File: src/rtl/axi_mem_arbiter_if.sv
// One full AXI port set (AR, R, AW, W, B) shared by the CPU-side masters and the memory side.
// The "master" modport drives requests; the "slave" modport drives ready/response signals.
interface axi_mem_arbiter_if #(
  parameter int ADDR_W = 32,
  parameter int DATA_W = 32,
  parameter int LEN_W  = 8
);
  logic [ADDR_W-1:0] ARADDR;
  logic [LEN_W-1:0]  ARLEN;
  logic              ARVALID;
  logic              ARREADY;
  logic [DATA_W-1:0] RDATA;
  logic              RLAST;
  logic              RVALID;
  logic              RREADY;
  logic [ADDR_W-1:0] AWADDR;
  logic [LEN_W-1:0]  AWLEN;
  logic              AWVALID;
  logic              AWREADY;
  logic [DATA_W-1:0] WDATA;
  logic              WLAST;
  logic              WVALID;
  logic              WREADY;
  logic [1:0]        BRESP;
  logic              BVALID;
  logic              BREADY;

  modport master (
    output ARADDR, ARLEN, ARVALID, input ARREADY,
    input  RDATA, RLAST, RVALID, output RREADY,
    output AWADDR, AWLEN, AWVALID, input AWREADY,
    output WDATA, WLAST, WVALID, input WREADY,
    input  BRESP, BVALID, output BREADY
  );

  modport slave (
    input  ARADDR, ARLEN, ARVALID, output ARREADY,
    output RDATA, RLAST, RVALID, input RREADY,
    input  AWADDR, AWLEN, AWVALID, output AWREADY,
    input  WDATA, WLAST, WVALID, output WREADY,
    output BRESP, BVALID, input BREADY
  );
endinterface

File: src/rtl/axi_mem_arbiter.sv
// 2:1 AXI arbiter: instruction (I) and data (D) masters share one memory slave, one burst at a time.
// Define ARB_RR_EN for round-robin arbitration; otherwise D has fixed priority over I.
module axi_mem_arbiter #(
  parameter int ADDR_W = 32,
  parameter int DATA_W = 32,
  parameter int LEN_W  = 8
) (
  input  logic                clk,
  input  logic                resetn,
  axi_mem_arbiter_if.slave    i_axi,
  axi_mem_arbiter_if.slave    d_axi,
  axi_mem_arbiter_if.master   m_axi,
  output logic [1:0]          grant,
  output logic                len_err
);

  typedef enum logic [2:0] {
    IDLE, RD_ADDR, RD_DATA, WR_ADDR, WR_DATA, WR_RESP
  } state_e;

  state_e            state_q;
  logic [1:0]        grant_q;
  logic              len_err_q;
  logic [LEN_W:0]    beat_q;
  logic [LEN_W-1:0]  arlen_q;

  logic              req_i, req_d, win_d, sel_d;
  logic [ADDR_W-1:0] g_araddr, g_awaddr;
  logic [LEN_W-1:0]  g_arlen, g_awlen;
  logic [DATA_W-1:0] g_wdata;
  logic              g_arvalid, g_rready, g_awvalid, g_wvalid, g_wlast, g_bready;
  logic              ar_hs, r_hs, aw_hs, w_hs, b_hs;

  assign req_i = i_axi.ARVALID | i_axi.AWVALID;
  assign req_d = d_axi.ARVALID | d_axi.AWVALID;

`ifdef ARB_RR_EN
  // Set when D won the most recent conflict; only contested cycles move the pointer.
  logic rr_d_last_q;
  assign win_d = req_d & (~req_i | ~rr_d_last_q);
`else
  assign win_d = req_d;
`endif

  assign sel_d     = grant_q[1];
  assign g_araddr  = sel_d ? d_axi.ARADDR  : i_axi.ARADDR;
  assign g_arlen   = sel_d ? d_axi.ARLEN   : i_axi.ARLEN;
  assign g_arvalid = sel_d ? d_axi.ARVALID : i_axi.ARVALID;
  assign g_rready  = sel_d ? d_axi.RREADY  : i_axi.RREADY;
  assign g_awaddr  = sel_d ? d_axi.AWADDR  : i_axi.AWADDR;
  assign g_awlen   = sel_d ? d_axi.AWLEN   : i_axi.AWLEN;
  assign g_awvalid = sel_d ? d_axi.AWVALID : i_axi.AWVALID;
  assign g_wdata   = sel_d ? d_axi.WDATA   : i_axi.WDATA;
  assign g_wlast   = sel_d ? d_axi.WLAST   : i_axi.WLAST;
  assign g_wvalid  = sel_d ? d_axi.WVALID  : i_axi.WVALID;
  assign g_bready  = sel_d ? d_axi.BREADY  : i_axi.BREADY;

  assign ar_hs = g_arvalid & m_axi.ARREADY;
  assign r_hs  = m_axi.RVALID & g_rready;
  assign aw_hs = g_awvalid & m_axi.AWREADY;
  assign w_hs  = g_wvalid & m_axi.WREADY;
  assign b_hs  = m_axi.BVALID & g_bready;

  always_ff @(posedge clk or negedge resetn) begin
    if (!resetn) begin
      state_q   <= IDLE;
      grant_q   <= '0;
      len_err_q <= 1'b0;
      beat_q    <= '0;
      arlen_q   <= '0;
`ifdef ARB_RR_EN
      rr_d_last_q <= 1'b0;
`endif
    end else begin
      unique case (state_q)
        IDLE: begin
          if (req_i | req_d) begin
            grant_q <= win_d ? 2'b10 : 2'b01;
            // Within a master a pending write goes first so stores commit before loads.
            state_q <= (win_d ? d_axi.AWVALID : i_axi.AWVALID) ? WR_ADDR : RD_ADDR;
`ifdef ARB_RR_EN
            if (req_i & req_d) rr_d_last_q <= win_d;
`endif
          end
        end
        RD_ADDR: begin
          if (ar_hs) begin
            arlen_q <= g_arlen;
            beat_q  <= '0;
            state_q <= RD_DATA;
          end
        end
        RD_DATA: begin
          if (r_hs) begin
            if (beat_q != '1) beat_q <= beat_q + 1'b1;
            if (m_axi.RLAST) begin
              // beat_q still holds the beats before this last one, i.e. ARLEN when correct.
              if (beat_q != {1'b0, arlen_q}) len_err_q <= 1'b1;
              grant_q <= '0;
              state_q <= IDLE;
            end
          end
        end
        WR_ADDR: if (aw_hs) state_q <= WR_DATA;
        WR_DATA: if (w_hs && g_wlast) state_q <= WR_RESP;
        WR_RESP: begin
          if (b_hs) begin
            grant_q <= '0;
            state_q <= IDLE;
          end
        end
        default: state_q <= IDLE;
      endcase
    end
  end

  assign grant   = grant_q;
  assign len_err = len_err_q;

  always_comb begin
    m_axi.ARADDR  = '0;
    m_axi.ARLEN   = '0;
    m_axi.ARVALID = 1'b0;
    m_axi.RREADY  = 1'b0;
    m_axi.AWADDR  = '0;
    m_axi.AWLEN   = '0;
    m_axi.AWVALID = 1'b0;
    m_axi.WDATA   = '0;
    m_axi.WLAST   = 1'b0;
    m_axi.WVALID  = 1'b0;
    m_axi.BREADY  = 1'b0;
    i_axi.ARREADY = 1'b0;
    i_axi.RDATA   = '0;
    i_axi.RLAST   = 1'b0;
    i_axi.RVALID  = 1'b0;
    i_axi.AWREADY = 1'b0;
    i_axi.WREADY  = 1'b0;
    i_axi.BRESP   = '0;
    i_axi.BVALID  = 1'b0;
    d_axi.ARREADY = 1'b0;
    d_axi.RDATA   = '0;
    d_axi.RLAST   = 1'b0;
    d_axi.RVALID  = 1'b0;
    d_axi.AWREADY = 1'b0;
    d_axi.WREADY  = 1'b0;
    d_axi.BRESP   = '0;
    d_axi.BVALID  = 1'b0;
    unique case (state_q)
      RD_ADDR: begin
        m_axi.ARADDR  = g_araddr;
        m_axi.ARLEN   = g_arlen;
        m_axi.ARVALID = g_arvalid;
        if (sel_d) d_axi.ARREADY = m_axi.ARREADY;
        else       i_axi.ARREADY = m_axi.ARREADY;
      end
      RD_DATA: begin
        m_axi.RREADY = g_rready;
        if (sel_d) begin
          d_axi.RDATA  = m_axi.RDATA;
          d_axi.RLAST  = m_axi.RLAST;
          d_axi.RVALID = m_axi.RVALID;
        end else begin
          i_axi.RDATA  = m_axi.RDATA;
          i_axi.RLAST  = m_axi.RLAST;
          i_axi.RVALID = m_axi.RVALID;
        end
      end
      WR_ADDR: begin
        m_axi.AWADDR  = g_awaddr;
        m_axi.AWLEN   = g_awlen;
        m_axi.AWVALID = g_awvalid;
        if (sel_d) d_axi.AWREADY = m_axi.AWREADY;
        else       i_axi.AWREADY = m_axi.AWREADY;
      end
      WR_DATA: begin
        m_axi.WDATA  = g_wdata;
        m_axi.WLAST  = g_wlast;
        m_axi.WVALID = g_wvalid;
        if (sel_d) d_axi.WREADY = m_axi.WREADY;
        else       i_axi.WREADY = m_axi.WREADY;
      end
      WR_RESP: begin
        m_axi.BREADY = g_bready;
        if (sel_d) begin
          d_axi.BRESP  = m_axi.BRESP;
          d_axi.BVALID = m_axi.BVALID;
        end else begin
          i_axi.BRESP  = m_axi.BRESP;
          i_axi.BVALID = m_axi.BVALID;
        end
      end
      default: ;
    endcase
  end

endmodule

File: src/flat_wrapper.sv
// flat-port wrapper written by rule: the top's interface ports become plain ports
module axi_mem_arbiter_flat 
#(
  parameter int ADDR_W = 32,
  parameter int DATA_W = 32,
  parameter int LEN_W  = 8
)
  (clk, resetn, grant, len_err, i_axi_ARADDR, i_axi_ARLEN, i_axi_ARVALID, i_axi_ARREADY, i_axi_RDATA, i_axi_RLAST, i_axi_RVALID, i_axi_RREADY, i_axi_AWADDR, i_axi_AWLEN, i_axi_AWVALID, i_axi_AWREADY, i_axi_WDATA, i_axi_WLAST, i_axi_WVALID, i_axi_WREADY, i_axi_BRESP, i_axi_BVALID, i_axi_BREADY, d_axi_ARADDR, d_axi_ARLEN, d_axi_ARVALID, d_axi_ARREADY, d_axi_RDATA, d_axi_RLAST, d_axi_RVALID, d_axi_RREADY, d_axi_AWADDR, d_axi_AWLEN, d_axi_AWVALID, d_axi_AWREADY, d_axi_WDATA, d_axi_WLAST, d_axi_WVALID, d_axi_WREADY, d_axi_BRESP, d_axi_BVALID, d_axi_BREADY, m_axi_ARADDR, m_axi_ARLEN, m_axi_ARVALID, m_axi_ARREADY, m_axi_RDATA, m_axi_RLAST, m_axi_RVALID, m_axi_RREADY, m_axi_AWADDR, m_axi_AWLEN, m_axi_AWVALID, m_axi_AWREADY, m_axi_WDATA, m_axi_WLAST, m_axi_WVALID, m_axi_WREADY, m_axi_BRESP, m_axi_BVALID, m_axi_BREADY);
  axi_mem_arbiter_if #(.ADDR_W(ADDR_W), .DATA_W(DATA_W), .LEN_W(LEN_W)) i_axi_i ();
  axi_mem_arbiter_if #(.ADDR_W(ADDR_W), .DATA_W(DATA_W), .LEN_W(LEN_W)) d_axi_i ();
  axi_mem_arbiter_if #(.ADDR_W(ADDR_W), .DATA_W(DATA_W), .LEN_W(LEN_W)) m_axi_i ();
  input  logic clk;
  input  logic resetn;
  output logic [1:0] grant;
  output logic len_err;
  input wire logic [$bits(i_axi_i.ARADDR)-1:0] i_axi_ARADDR;
  input wire logic [$bits(i_axi_i.ARLEN)-1:0] i_axi_ARLEN;
  input wire logic [$bits(i_axi_i.ARVALID)-1:0] i_axi_ARVALID;
  output wire logic [$bits(i_axi_i.ARREADY)-1:0] i_axi_ARREADY;
  output wire logic [$bits(i_axi_i.RDATA)-1:0] i_axi_RDATA;
  output wire logic [$bits(i_axi_i.RLAST)-1:0] i_axi_RLAST;
  output wire logic [$bits(i_axi_i.RVALID)-1:0] i_axi_RVALID;
  input wire logic [$bits(i_axi_i.RREADY)-1:0] i_axi_RREADY;
  input wire logic [$bits(i_axi_i.AWADDR)-1:0] i_axi_AWADDR;
  input wire logic [$bits(i_axi_i.AWLEN)-1:0] i_axi_AWLEN;
  input wire logic [$bits(i_axi_i.AWVALID)-1:0] i_axi_AWVALID;
  output wire logic [$bits(i_axi_i.AWREADY)-1:0] i_axi_AWREADY;
  input wire logic [$bits(i_axi_i.WDATA)-1:0] i_axi_WDATA;
  input wire logic [$bits(i_axi_i.WLAST)-1:0] i_axi_WLAST;
  input wire logic [$bits(i_axi_i.WVALID)-1:0] i_axi_WVALID;
  output wire logic [$bits(i_axi_i.WREADY)-1:0] i_axi_WREADY;
  output wire logic [$bits(i_axi_i.BRESP)-1:0] i_axi_BRESP;
  output wire logic [$bits(i_axi_i.BVALID)-1:0] i_axi_BVALID;
  input wire logic [$bits(i_axi_i.BREADY)-1:0] i_axi_BREADY;
  input wire logic [$bits(d_axi_i.ARADDR)-1:0] d_axi_ARADDR;
  input wire logic [$bits(d_axi_i.ARLEN)-1:0] d_axi_ARLEN;
  input wire logic [$bits(d_axi_i.ARVALID)-1:0] d_axi_ARVALID;
  output wire logic [$bits(d_axi_i.ARREADY)-1:0] d_axi_ARREADY;
  output wire logic [$bits(d_axi_i.RDATA)-1:0] d_axi_RDATA;
  output wire logic [$bits(d_axi_i.RLAST)-1:0] d_axi_RLAST;
  output wire logic [$bits(d_axi_i.RVALID)-1:0] d_axi_RVALID;
  input wire logic [$bits(d_axi_i.RREADY)-1:0] d_axi_RREADY;
  input wire logic [$bits(d_axi_i.AWADDR)-1:0] d_axi_AWADDR;
  input wire logic [$bits(d_axi_i.AWLEN)-1:0] d_axi_AWLEN;
  input wire logic [$bits(d_axi_i.AWVALID)-1:0] d_axi_AWVALID;
  output wire logic [$bits(d_axi_i.AWREADY)-1:0] d_axi_AWREADY;
  input wire logic [$bits(d_axi_i.WDATA)-1:0] d_axi_WDATA;
  input wire logic [$bits(d_axi_i.WLAST)-1:0] d_axi_WLAST;
  input wire logic [$bits(d_axi_i.WVALID)-1:0] d_axi_WVALID;
  output wire logic [$bits(d_axi_i.WREADY)-1:0] d_axi_WREADY;
  output wire logic [$bits(d_axi_i.BRESP)-1:0] d_axi_BRESP;
  output wire logic [$bits(d_axi_i.BVALID)-1:0] d_axi_BVALID;
  input wire logic [$bits(d_axi_i.BREADY)-1:0] d_axi_BREADY;
  output wire logic [$bits(m_axi_i.ARADDR)-1:0] m_axi_ARADDR;
  output wire logic [$bits(m_axi_i.ARLEN)-1:0] m_axi_ARLEN;
  output wire logic [$bits(m_axi_i.ARVALID)-1:0] m_axi_ARVALID;
  input wire logic [$bits(m_axi_i.ARREADY)-1:0] m_axi_ARREADY;
  input wire logic [$bits(m_axi_i.RDATA)-1:0] m_axi_RDATA;
  input wire logic [$bits(m_axi_i.RLAST)-1:0] m_axi_RLAST;
  input wire logic [$bits(m_axi_i.RVALID)-1:0] m_axi_RVALID;
  output wire logic [$bits(m_axi_i.RREADY)-1:0] m_axi_RREADY;
  output wire logic [$bits(m_axi_i.AWADDR)-1:0] m_axi_AWADDR;
  output wire logic [$bits(m_axi_i.AWLEN)-1:0] m_axi_AWLEN;
  output wire logic [$bits(m_axi_i.AWVALID)-1:0] m_axi_AWVALID;
  input wire logic [$bits(m_axi_i.AWREADY)-1:0] m_axi_AWREADY;
  output wire logic [$bits(m_axi_i.WDATA)-1:0] m_axi_WDATA;
  output wire logic [$bits(m_axi_i.WLAST)-1:0] m_axi_WLAST;
  output wire logic [$bits(m_axi_i.WVALID)-1:0] m_axi_WVALID;
  input wire logic [$bits(m_axi_i.WREADY)-1:0] m_axi_WREADY;
  input wire logic [$bits(m_axi_i.BRESP)-1:0] m_axi_BRESP;
  input wire logic [$bits(m_axi_i.BVALID)-1:0] m_axi_BVALID;
  output wire logic [$bits(m_axi_i.BREADY)-1:0] m_axi_BREADY;
  assign i_axi_i.ARADDR = i_axi_ARADDR;
  assign i_axi_i.ARLEN = i_axi_ARLEN;
  assign i_axi_i.ARVALID = i_axi_ARVALID;
  assign i_axi_ARREADY = i_axi_i.ARREADY;
  assign i_axi_RDATA = i_axi_i.RDATA;
  assign i_axi_RLAST = i_axi_i.RLAST;
  assign i_axi_RVALID = i_axi_i.RVALID;
  assign i_axi_i.RREADY = i_axi_RREADY;
  assign i_axi_i.AWADDR = i_axi_AWADDR;
  assign i_axi_i.AWLEN = i_axi_AWLEN;
  assign i_axi_i.AWVALID = i_axi_AWVALID;
  assign i_axi_AWREADY = i_axi_i.AWREADY;
  assign i_axi_i.WDATA = i_axi_WDATA;
  assign i_axi_i.WLAST = i_axi_WLAST;
  assign i_axi_i.WVALID = i_axi_WVALID;
  assign i_axi_WREADY = i_axi_i.WREADY;
  assign i_axi_BRESP = i_axi_i.BRESP;
  assign i_axi_BVALID = i_axi_i.BVALID;
  assign i_axi_i.BREADY = i_axi_BREADY;
  assign d_axi_i.ARADDR = d_axi_ARADDR;
  assign d_axi_i.ARLEN = d_axi_ARLEN;
  assign d_axi_i.ARVALID = d_axi_ARVALID;
  assign d_axi_ARREADY = d_axi_i.ARREADY;
  assign d_axi_RDATA = d_axi_i.RDATA;
  assign d_axi_RLAST = d_axi_i.RLAST;
  assign d_axi_RVALID = d_axi_i.RVALID;
  assign d_axi_i.RREADY = d_axi_RREADY;
  assign d_axi_i.AWADDR = d_axi_AWADDR;
  assign d_axi_i.AWLEN = d_axi_AWLEN;
  assign d_axi_i.AWVALID = d_axi_AWVALID;
  assign d_axi_AWREADY = d_axi_i.AWREADY;
  assign d_axi_i.WDATA = d_axi_WDATA;
  assign d_axi_i.WLAST = d_axi_WLAST;
  assign d_axi_i.WVALID = d_axi_WVALID;
  assign d_axi_WREADY = d_axi_i.WREADY;
  assign d_axi_BRESP = d_axi_i.BRESP;
  assign d_axi_BVALID = d_axi_i.BVALID;
  assign d_axi_i.BREADY = d_axi_BREADY;
  assign m_axi_ARADDR = m_axi_i.ARADDR;
  assign m_axi_ARLEN = m_axi_i.ARLEN;
  assign m_axi_ARVALID = m_axi_i.ARVALID;
  assign m_axi_i.ARREADY = m_axi_ARREADY;
  assign m_axi_i.RDATA = m_axi_RDATA;
  assign m_axi_i.RLAST = m_axi_RLAST;
  assign m_axi_i.RVALID = m_axi_RVALID;
  assign m_axi_RREADY = m_axi_i.RREADY;
  assign m_axi_AWADDR = m_axi_i.AWADDR;
  assign m_axi_AWLEN = m_axi_i.AWLEN;
  assign m_axi_AWVALID = m_axi_i.AWVALID;
  assign m_axi_i.AWREADY = m_axi_AWREADY;
  assign m_axi_WDATA = m_axi_i.WDATA;
  assign m_axi_WLAST = m_axi_i.WLAST;
  assign m_axi_WVALID = m_axi_i.WVALID;
  assign m_axi_i.WREADY = m_axi_WREADY;
  assign m_axi_i.BRESP = m_axi_BRESP;
  assign m_axi_i.BVALID = m_axi_BVALID;
  assign m_axi_BREADY = m_axi_i.BREADY;
  axi_mem_arbiter #(.ADDR_W(ADDR_W), .DATA_W(DATA_W), .LEN_W(LEN_W)) u_core (.clk(clk), .resetn(resetn), .i_axi(i_axi_i), .d_axi(d_axi_i), .m_axi(m_axi_i), .grant(grant), .len_err(len_err));
endmodule
File: config.mk
export PLATFORM = sky130hd
export DESIGN_NAME = axi_mem_arbiter_flat
export DESIGN_NICKNAME = d
export VERILOG_FILES = /design/src/rtl/axi_mem_arbiter_if.sv /design/src/rtl/axi_mem_arbiter.sv /design/src/flat_wrapper.sv
export SDC_FILE = /design/constraint.sdc
export NUM_CORES = 1
export LEC_CHECK = 0
export BUFFER_PORTS_ARGS = -buffer_cell sky130_fd_sc_hd__buf_2
export CAP_MARGIN = 10
export CELL_PAD_IN_SITES_DETAIL_PLACEMENT = 1
export CELL_PAD_IN_SITES_GLOBAL_PLACEMENT = 1
export CORE_AREA = 8 8 180 182
export DETAILED_ROUTE_END_ITERATION = 16
export DIE_AREA = 0 0 188 190
export GPL_TIMING_DRIVEN = 0
export PLACE_DENSITY_LB_ADDON = 0.1
export SLEW_MARGIN = 0
export SYNTH_ARGS = -nofsm -noshare
export SYNTH_HDL_FRONTEND = slang
export SYNTH_SLANG_ARGS = --single-unit
File: constraint.sdc
create_clock -name clk -period 2 [get_ports clk]
set_input_delay 0.3 -clock clk [delete_from_list [all_inputs] [get_ports clk]]
set_output_delay 0.3 -clock clk [all_outputs]
set_load 0.01 [all_outputs]
# ---- Word level (Yosys, flattened, before mapping)
# Cells that the tools add are included.
dict set report word_totals {
  register_bits 23
  elab_cells 112
  out_inout_bits 201
}
dict set report classes {
  add_sub_neg 1
  bitwise 8
  n_reduce_logical 9
  eq_ne 15
  muxes 74
}
# operator n
set ops {}
lappend ops {{$mux W32} 10}
lappend ops {{$mux W1} 37}
lappend ops {{$mux W8} 4}
lappend ops {{$mux W9} 3}
lappend ops {{$mux W3} 7}
lappend ops {{$mux W2} 10}
lappend ops {{$pmux W3 S6} 1}
lappend ops {{$pmux W9 S2} 1}
lappend ops {{$ne A2 B1 Y1 const B} 7}
lappend ops {{$add A9 B1 Y9 const B} 1}
lappend ops {{$ne A9 B8 Y1} 1}
lappend ops {{$ne A9 B9 Y1 const B} 1}
lappend ops {{$reduce_and A4 Y1} 2}
lappend ops {{$reduce_and A7 Y1} 1}
lappend ops {{$eq A3 B2 Y1 const B} 2}
lappend ops {{$eq A3 B3 Y1 const B} 2}
lappend ops {{$pmux W2 S3} 1}
lappend ops {{$and A1 B1 Y1} 5}
lappend ops {{$reduce_and A5 Y1} 1}
lappend ops {{$eq A3 B1 Y1 const B} 1}
lappend ops {{$logic_not A3 Y1} 1}
lappend ops {{$or A1 B1 Y1} 3}
lappend ops {{$reduce_bool A3 Y1} 1}
lappend ops {{$ne A2 B2 Y1 const B} 1}
lappend ops {{other kinds (3)} 3}

# ---- Depth between registers and ports, before layout
# Gate-level depths: netlist of run 1.
dict set report logic_depth {
  word_depth 5
  ltp_mapped 10
  ltp_nobuf 9
}

# ---- Worst setup path after synthesis of run 1
# No wires, ideal clock.
dict set report synth_path {
  kind {flip-flop to flip-flop}
  start {register u_core.beat_q[2]}
  end {register u_core.beat_q[5]}
  path_slack_ns 0.207
  stages_incl_launch_ff 11
  setup_time_ns 0.132
  synth_period_minus_slack_ns 1.793
  arrival_time_ns 1.662
  path_cell_list {dfrtp_1 -> and4_1 -> nand2_1 -> nor2_1 -> ha_1 -> inv_1 -> a32oi_1 -> buf_4 -> nor4_4 -> xnor2_1 -> nor2_1}
}
dict set report synth_between {
  elab_chain_len 4
  elab_cells_between_ends 7
}
# item line_no
set synth_lines {}
lappend synth_lines {{start, declared} axi_mem_arbiter.sv:24} ;# logic [LEN_W:0] beat_q;
lappend synth_lines {{start signal, assigned} axi_mem_arbiter.sv:95} ;# if (beat_q != '1) beat_q <= beat_q + 1'b1;
lappend synth_lines {{$add A9 B1 Y9} axi_mem_arbiter.sv:95}
lappend synth_lines {{$mux W9} axi_mem_arbiter.sv:95}
lappend synth_lines {{$mux W9} axi_mem_arbiter.sv:94} ;# if (r_hs) begin
lappend synth_lines {{$pmux W9 S2} axi_mem_arbiter.sv:75} ;# unique case (state_q)
# Parallel ways exist; a longest one is shown, timed or not. The select of a mux whose other input is x is not followed.
# A chain may end at the register's enable or synchronous reset.

# ---- Worst setup path in the final report of run 1
dict set report layout_path {
  start {register u_core.state_q[2]}
  end {output port i_axi_RDATA[18]}
}
dict set report layout_between {
  elab_chain_len 2
}
# item line_no
set layout_lines {}
lappend layout_lines {{start, declared} axi_mem_arbiter.sv:21} ;# state_e state_q;
lappend layout_lines {{start signal, assigned} axi_mem_arbiter.sv:80} ;# state_q <= (win_d ? d_axi.AWVALID : i_axi.AWVALID) ? WR_ADDR : RD_ADDR;
lappend layout_lines {{$eq A3 B2 Y1} axi_mem_arbiter.sv:148} ;# unique case (state_q)
lappend layout_lines {{$mux W32} axi_mem_arbiter.sv:148}
lappend layout_lines {{end, declared} flat_wrapper.sv:20} ;# output wire logic [$bits(i_axi_i.RDATA)-1:0] i_axi_RDATA;
# Every way passes these cells.

==> results of run 1 <==
## cell type report
cell class	count	area [µm²]	area share, %
antenna	6	15.0	0.171
buffer	44	634	7.21
clock buffer	3	75.1	0.854
clock inverter	1	5.00	0.0569
inverter	3	11.3	0.128
multi-input combinational	425	3430	39.0
sequential	23	583	6.63
tap	390	488	5.55
timing repair buffer	536	3550	40.4
## per-stage QoR
step	setup TNS, ns	std cells	hold WS [ns]	power, mW
finish	-2.71	1431	0.0257	10.5
global route	-8.93	1427	0.0623	11.2
CTS	-2.16	1390	0.0483	8.65
detailed placement	-51.82	1363	0.336	6.51
global placement	-50.08	1363	0.335	6.51
floorplan	0	495	0.00441	4.14
## worst reg2reg max path, stage by stage, from the launching register on
cell	delay [ns]
dfrtp_1	0.39
buf_6	0.15
buf_6	0.13
mux2_4	0.21
and3_4	0.20
o211ai_4	0.11
a311oi_4	0.34
mux2_4	0.33
## cells in the mapped netlist (all sizes together)
cell | count | share of area (%)
inv | 3 | 0.31
nor4 | 3 | 1.3
nor3b | 5 | 1.4
nor4b | 1 | 0.24
nor3 | 5 | 0.69
o31ai | 4 | 0.82
nand2 | 13 | 1.3
and4 | 3 | 0.72
a22o | 2 | 0.48
nor2b | 2 | 0.34
xor2 | 1 | 0.24
o211ai | 1 | 0.34
or4 | 1 | 0.21
and2 | 37 | 6.3
xnor2 | 13 | 3.1
a21oi | 10 | 1.4
nand3b | 1 | 0.21
nand3 | 5 | 0.69
a32oi | 1 | 0.24
mux2i | 116 | 32
a31o | 1 | 0.24
nor2 | 139 | 14
a311oi | 1 | 0.41
o31a | 1 | 0.24
and3 | 40 | 7.0
buf | 23 | 3.3
or2 | 1 | 0.17
nand4 | 2 | 0.34
o21ai | 6 | 0.82
and3b | 1 | 0.24
clkbuf | 21 | 2.2
mux2 | 5 | 1.6
or3b | 2 | 0.48
ha | 2 | 0.69
dfrtp | 23 | 16
## worst paths after layout
check,endpoint,slack (ns)
max reg2reg,u_core.state_q[1],0.04
max,i_axi_RDATA[18],-0.09
max in group asynchronous,u_core.beat_q[0],1.54
min,u_core.arlen_q[7],0.03
min in group clk,u_core.arlen_q[0],0.34
min reg2reg,u_core.len_err,0.49
## what timing repair did
action,4_1_cts,5_1_grt
endpoints found under the hold margin,0,0
gates cloned,8,13
buffers inserted,15,22
endpoints found under the setup margin,206,183
resized for setup,188,204
pin swaps,9,63
## metal layers
layer | up-vias | share of wire (%) | routed length (µm) | track usage, %
met1 | 2663 | 36 | 11600 | 16.7
li1 | 2790 | - | - | -
met4 | 6 | 0.92 | 295 | 1.61
met2 | 192 | 56 | 18200 | 31.7
met5 | - | 0.11 | 35 | 0
met3 | 24 | 6.3 | 2040 | 4.82
## kinds of logic after synthesis
family          Yosys count  share of synthesized area, %
xor+xnor                 14                          3.36
buf+inv                  47                          5.76
mux                     121                          33.4
compound gates           27                          4.97
fa+ha+maj                 2                         0.685
flops                    23                          15.8
simple gates            261                          36.0
## state kept, by name, indices dropped and copies added (netlist names)
signal          cells
u_core.arlen_q      8
u_core.beat_q       9
u_core.grant        2
u_core.len_err      1
u_core.state_q      3
## power by group through the flow
stage / registers [mW] / logic, mW / clock network, mW
after floorplan: 0.760 / 3.38 / 0
after global placement: 0.800 / 5.71 / 0
after detailed placement: 0.801 / 5.70 / 0
after CTS: 0.803 / 7.36 / 0.480
after global routing: 0.823 / 9.87 / 0.487
final: 0.794 / 9.25 / 0.457
==> results.tsv, run 1 <==
stage	metric	value	unit
power	leakage	4.61	nW
run_status	outcome	finished with violations	
detailed_routing	wl	32100	µm
timing	fin_crit_sh	104	%
worst_setup_path	cp_cell_sequence	or3b_4 -> nor2_4 -> buf_12 -> buf_8 -> and2_4 -> buf_6	
worst_setup_path	critPathBufInv	3	
timing	relSlewSlack	61.2	%
placed_design	dp_slack	-0.524	ns
worst_setup_path	criticalPathCategory	reg -> out	
detailed_routing	drt_iter0_markers	151	
power	cellPowerDensity	1190	nW/µm²
worst_setup_path	critPathLaunch	u_core.state_q[2]	
clock_tree	clk_pin_slew	0.07	ns
global_route	antenna_found_initial	8	
detailed_routing	vias	5675	
worst_setup_path	worstRegToRegCells	7	
power	p_int	5.92	mW
detailed_routing	avgViaCountPerCell	3.97	
yosys	yosysWarnings	0	
worst_setup_path	rr_startpoint	u_core.grant[1]	
global_route	grt_first_pass_wirelength	43100	µm
timing	rsz0062_at_grt	true	
yosys	ys_seq_area_share	15.8	%
clock_tree	clock-sinks	23	
die	io_pins	479	
worst_setup_path	slowest_stage	dfrtp_2	
timing	finalHoldViolations	0	
die	start_util	12.4	%
layout	drive_above_1_share	68.6	%
power	p_comb_share	88.1	%
detailed_routing	firstDrtPassIters	4	
clock_tree	clockRootBuffer	clkbuf_16	
global_route	grt_pass1_vias	6140	
clock_tree	h-tree-depth	1	
worst_setup_path	end_kind	output pin	
yosys	syn-num-nets	775	
clock_tree	cts_made_buffers	3	
worst_setup_path	cp.arrival	1.79	ns
worst_setup_path	worstPathMaxFanout	6	
power	seq_power_share	7.6	%
timing	fmaxAchievable	0.479	GHz
worst_setup_path	cpPeakStageDelay	0.44	ns
placed_design	hpwlAfterDp	26700	µm
die	num_rows	63	
clock_tree	clock_path_buffers	2	
clock_tree	holdBufCountCts	0	
worst_setup_path	cp.depth	6	
die	die_area	35700	µm²
clock_tree	cts_tree	done	
yosys	avgSynthCellArea	7.38	µm²
worst_setup_path	worst_ep_required_time	1.70	ns
worst_setup_path	startpoint_type	flip-flop	
power	p_sw	4.57	mW
power	sw_frac_of_total	43.6	%
clock_tree	clk_latency	0.26	ns
worst_setup_path	path_delay_family	simple AND/OR/NAND/NOR gates	
detailed_routing	drtAntennaViolNets	0	
global_route	grt_overflow	0	
layout	design_area	8790	µm²
yosys	synthDistinctLibCells	41	
hold_path	hold_path.class	in -> async	
layout	finalCoreUtilization	29.9	%
timing	final_max_slew_viol_count	0	
die	die_w	188	µm
placed_design	port_buffers	478	
layout	fillers	3544	
power	ir_drop	0.000305	V
global_route	grt_use_total	16.0	%
layout	syn2layout_area_growth	141	%
placed_design	gp_congestion	0.791	
timing	fin_skew	0.00485	ns
yosys	ys_ff_latch	23	
power	clkPwrFrac	4.4	%
layout	final_nets	1316	
yosys	synthesis.area	3650	µm²
layout	final_cell_mix	415 x buf_2, 130 x nor2_1, 92 x mux2i_1	
global_route	grt_max_degree	24	
timing	finalCriticalPeriod	2.09	ns
detailed_routing	wire_per_inst	22.5	µm
die	core	29400	µm²
detailed_routing	drc_errors	0	
timing	setup_slack	-0.0874	ns
yosys	synth_cells	495	
run_status	violations	negative setup slack	
timing	setup_viol	60	
timing	worst_pin_slew	0.582	ns
layout	layout_commonest_cell	buf_2	
placed_design	dpl_cell_area	6530	µm²
flow_run	max_cap_violations	0	
die	die_h	190	µm
(Power assumes the default switching activity.)
==> inputs of run 2 (changes only) <==
ABC_CLOCK_PERIOD_IN_PS = 2000   (was default)
CORE_AREA = 8 8 181 183   (was 8 8 180 182)
CTS_BUF_LIST = sky130_fd_sc_hd__clkbuf_8   (was default)
DIE_AREA = 0 0 189 191   (was 0 0 188 190)
SETUP_SLACK_MARGIN = 0.05   (was default)
==> run 2 against run 1 <==
  * Utilization grew 0.46 points
  * Clock skew shrank 0.00069 ns
  * The run still ends with negative setup slack left
  * Critical path type unchanged
  * Maximum frequency grew 1.1%
  * Sequential power shrank 2.6%
  * Via count grew 2.2%
  * Highest routed layer unchanged
  * Sequential share of layout area shrank 0.25 points
  * Clock power shrank 34%
  * Non-clock buffer count grew 16
  * Setup slack gained 0.023 ns
==> results.tsv, run 2 (synthesized netlist as in run 1, its figures left out) <==
stage	metric	value	unit	change
clock_tree	clock-sinks	23		unchanged
global_route	grt_pass1_vias	6184		+0.72%
power	leakage	4.77	nW	+3.3%
worst_setup_path	criticalPathCategory	reg -> out		
die	io_pins	479		unchanged
detailed_routing	drtAntennaViolNets	0		unchanged
layout	reg_top3	u_core.beat_q: 9 flops, u_core.arlen_q: 8 flops, u_core.state_q: 3 flops		
global_route	grt_overflow	0		unchanged
worst_setup_path	critPathLaunch	u_core.state_q[2]		
clock_tree	holdBufCountCts	0		unchanged
clock_tree	clk_latency	0.27	ns	about the same
clock_tree	clockRootBuffer	clkbuf_8		
power	ir_drop	0.000344	V	+13%
detailed_routing	firstDrtPassIters	4		unchanged
detailed_routing	wl	31800	µm	-1.1%
placed_design	gp_congestion	0.782		-1.1%
global_route	grt_max_degree	24		unchanged
worst_setup_path	worstPathMaxFanout	9		+3
power	p_total	11.0	mW	+4.8%
timing	rsz0062_at_grt	true		
timing	relSlewSlack	60.3	%	-0.87 points
hold_path	hold_path.class	in -> async		
global_route	grt_first_pass_wirelength	41600	µm	-3.5%
timing	setup_viol	54		-10%
timing	worst_pin_slew	0.595	ns	+0.0130 ns
clock_tree	cts_tree	done		
global_route	grt_use_total	15.3	%	-0.68 points
timing	setup_slack	-0.0640	ns	+0.0234 ns
layout	drive_above_1_share	69.2	%	+0.57 points
timing	final_max_slew_viol_count	0		unchanged
worst_setup_path	end_kind	output pin		
clock_tree	clk_pin_slew	0.09	ns	+0.02 ns
die	num_rows	64		+1.6%
layout	layout_commonest_cell	buf_2		
global_route	antenna_found_initial	10		+2
detailed_routing	drt_iter0_markers	117		-23%
die	core	30000	µm²	+2.1%
placed_design	port_buffers	478		unchanged
timing	finalHoldViolations	0		unchanged
die	die_area	36100	µm²	+1.1%
placed_design	hpwlAfterDp	25900	µm	-3.1%
timing	finalCriticalPeriod	2.06	ns	-0.0234 ns
run_status	outcome	finished with violations		
detailed_routing	wire_per_inst	21.9	µm	-2.6%
clock_tree	cts_made_buffers	3		unchanged
die	die_h	191	µm	+0.53%
layout	top_register	u_core.beat_q		
layout	final_nets	1332		+1.2%
timing	fin_skew	0.00416	ns	-0.000694 ns
flow_run	max_cap_violations	0		unchanged
worst_setup_path	startpoint_type	flip-flop		
detailed_routing	avgViaCountPerCell	3.99		+0.66%
worst_setup_path	worst_ep_required_time	1.70	ns	about the same
timing	fmaxAchievable	0.484	GHz	+1.1%
layout	final_cell_mix	418 x buf_2, 101 x nor2_1, 93 x mux2i_1		
timing	finalSetupTns	-1.57	ns	+1.14 ns
worst_setup_path	cp.arrival	1.76	ns	-0.03 ns
die	start_util	12.2	%	-0.26 points
detailed_routing	drc_errors	0		unchanged
layout	largest_register_ffs	9		unchanged
detailed_routing	vias	5800		+2.2%
run_status	violations	negative setup slack		
clock_tree	clock_path_buffers	2		unchanged
layout	syn2layout_area_growth	150	%	
clock_tree	h-tree-depth	1		unchanged
worst_setup_path	rr_startpoint	u_core.grant[1]		
die	die_w	189	µm	+0.53%
power	cellPowerDensity	1210	nW/µm²	+1.1%
timing	fin_crit_sh	103	%	-1.2 points
==> run 2: final timing paths <==
kind,endpoint,slack [ns],cells past startpoint
worst max-delay path,i_axi_RDATA[2],-0.06,6
worst min-delay path,u_core.arlen_q[6],0.02,1
worst max register to register,u_core.state_q[0],0.03,7
worst min register to register,u_core.len_err,0.47,1
max in group asynchronous,u_core.state_q[1],1.55,1
min in group clk,u_core.arlen_q[3],0.34,3
==> run 2: worst max-delay path: stages, from the launching register on <==
cell and delay [ns]:
dfrtp_1 0.42, or3b_4 0.42, nor2_4 0.11, buf_12 0.15, clkbuf_16 0.14, and2_1 0.14, buf_6 0.11
==> run 2: metrics by stage <==
step | worst slack (ns) | hold WS (ns) | cell area (µm²) | cells | util (%)
floorplan | 0.207 | 0.00441 | 3650 | 495 | -
global placement | -0.589 | 0.336 | 6540 | 1369 | 21.8
detailed placement | -0.593 | 0.334 | 6540 | 1369 | 21.8
CTS | -0.121 | 0.0297 | 7320 | 1388 | 24.4
global route | -0.130 | 0.0503 | 9120 | 1452 | 30.4
finish | -0.0640 | 0.0212 | 9120 | 1453 | 30.4
==> run 2: what timing repair did <==
item	in CTS	in global routing
pin swaps	6	43
setup endpoints to repair	215	211
cloned	4	20
gates resized for setup	167	245
setup buffers	11	39
==> run 2: per-layer routing <==
metal | track usage [%] | vias up | wire length, µm
li1 | - | 2824 | -
met1 | 15.3 | 2713 | 11100
met2 | 30.2 | 212 | 17700
met3 | 5.07 | 43 | 2220
met4 | 3.01 | 8 | 752
met5 | 0 | - | 46
==> run 2: final cells by class <==
type                       instances  area, µm²
buffer                            44        661
fill                            3607      20900
multi-input combinational        425       3560
antenna                            6       15.0
sequential                        23        582
clock buffer                       3       41.3
timing repair buffer             552       3750
inverter                           3       11.3
tap                              396        495
clock inverter                     1       5.00
==> run 2: power by group <==
group          switching (mW)  internal [mW]  total (mW)
Clock                   0.163          0.140       0.303
Combinational            4.55           5.38        9.93
Sequential              0.135          0.638       0.773
Total                    4.84           6.16        11.0
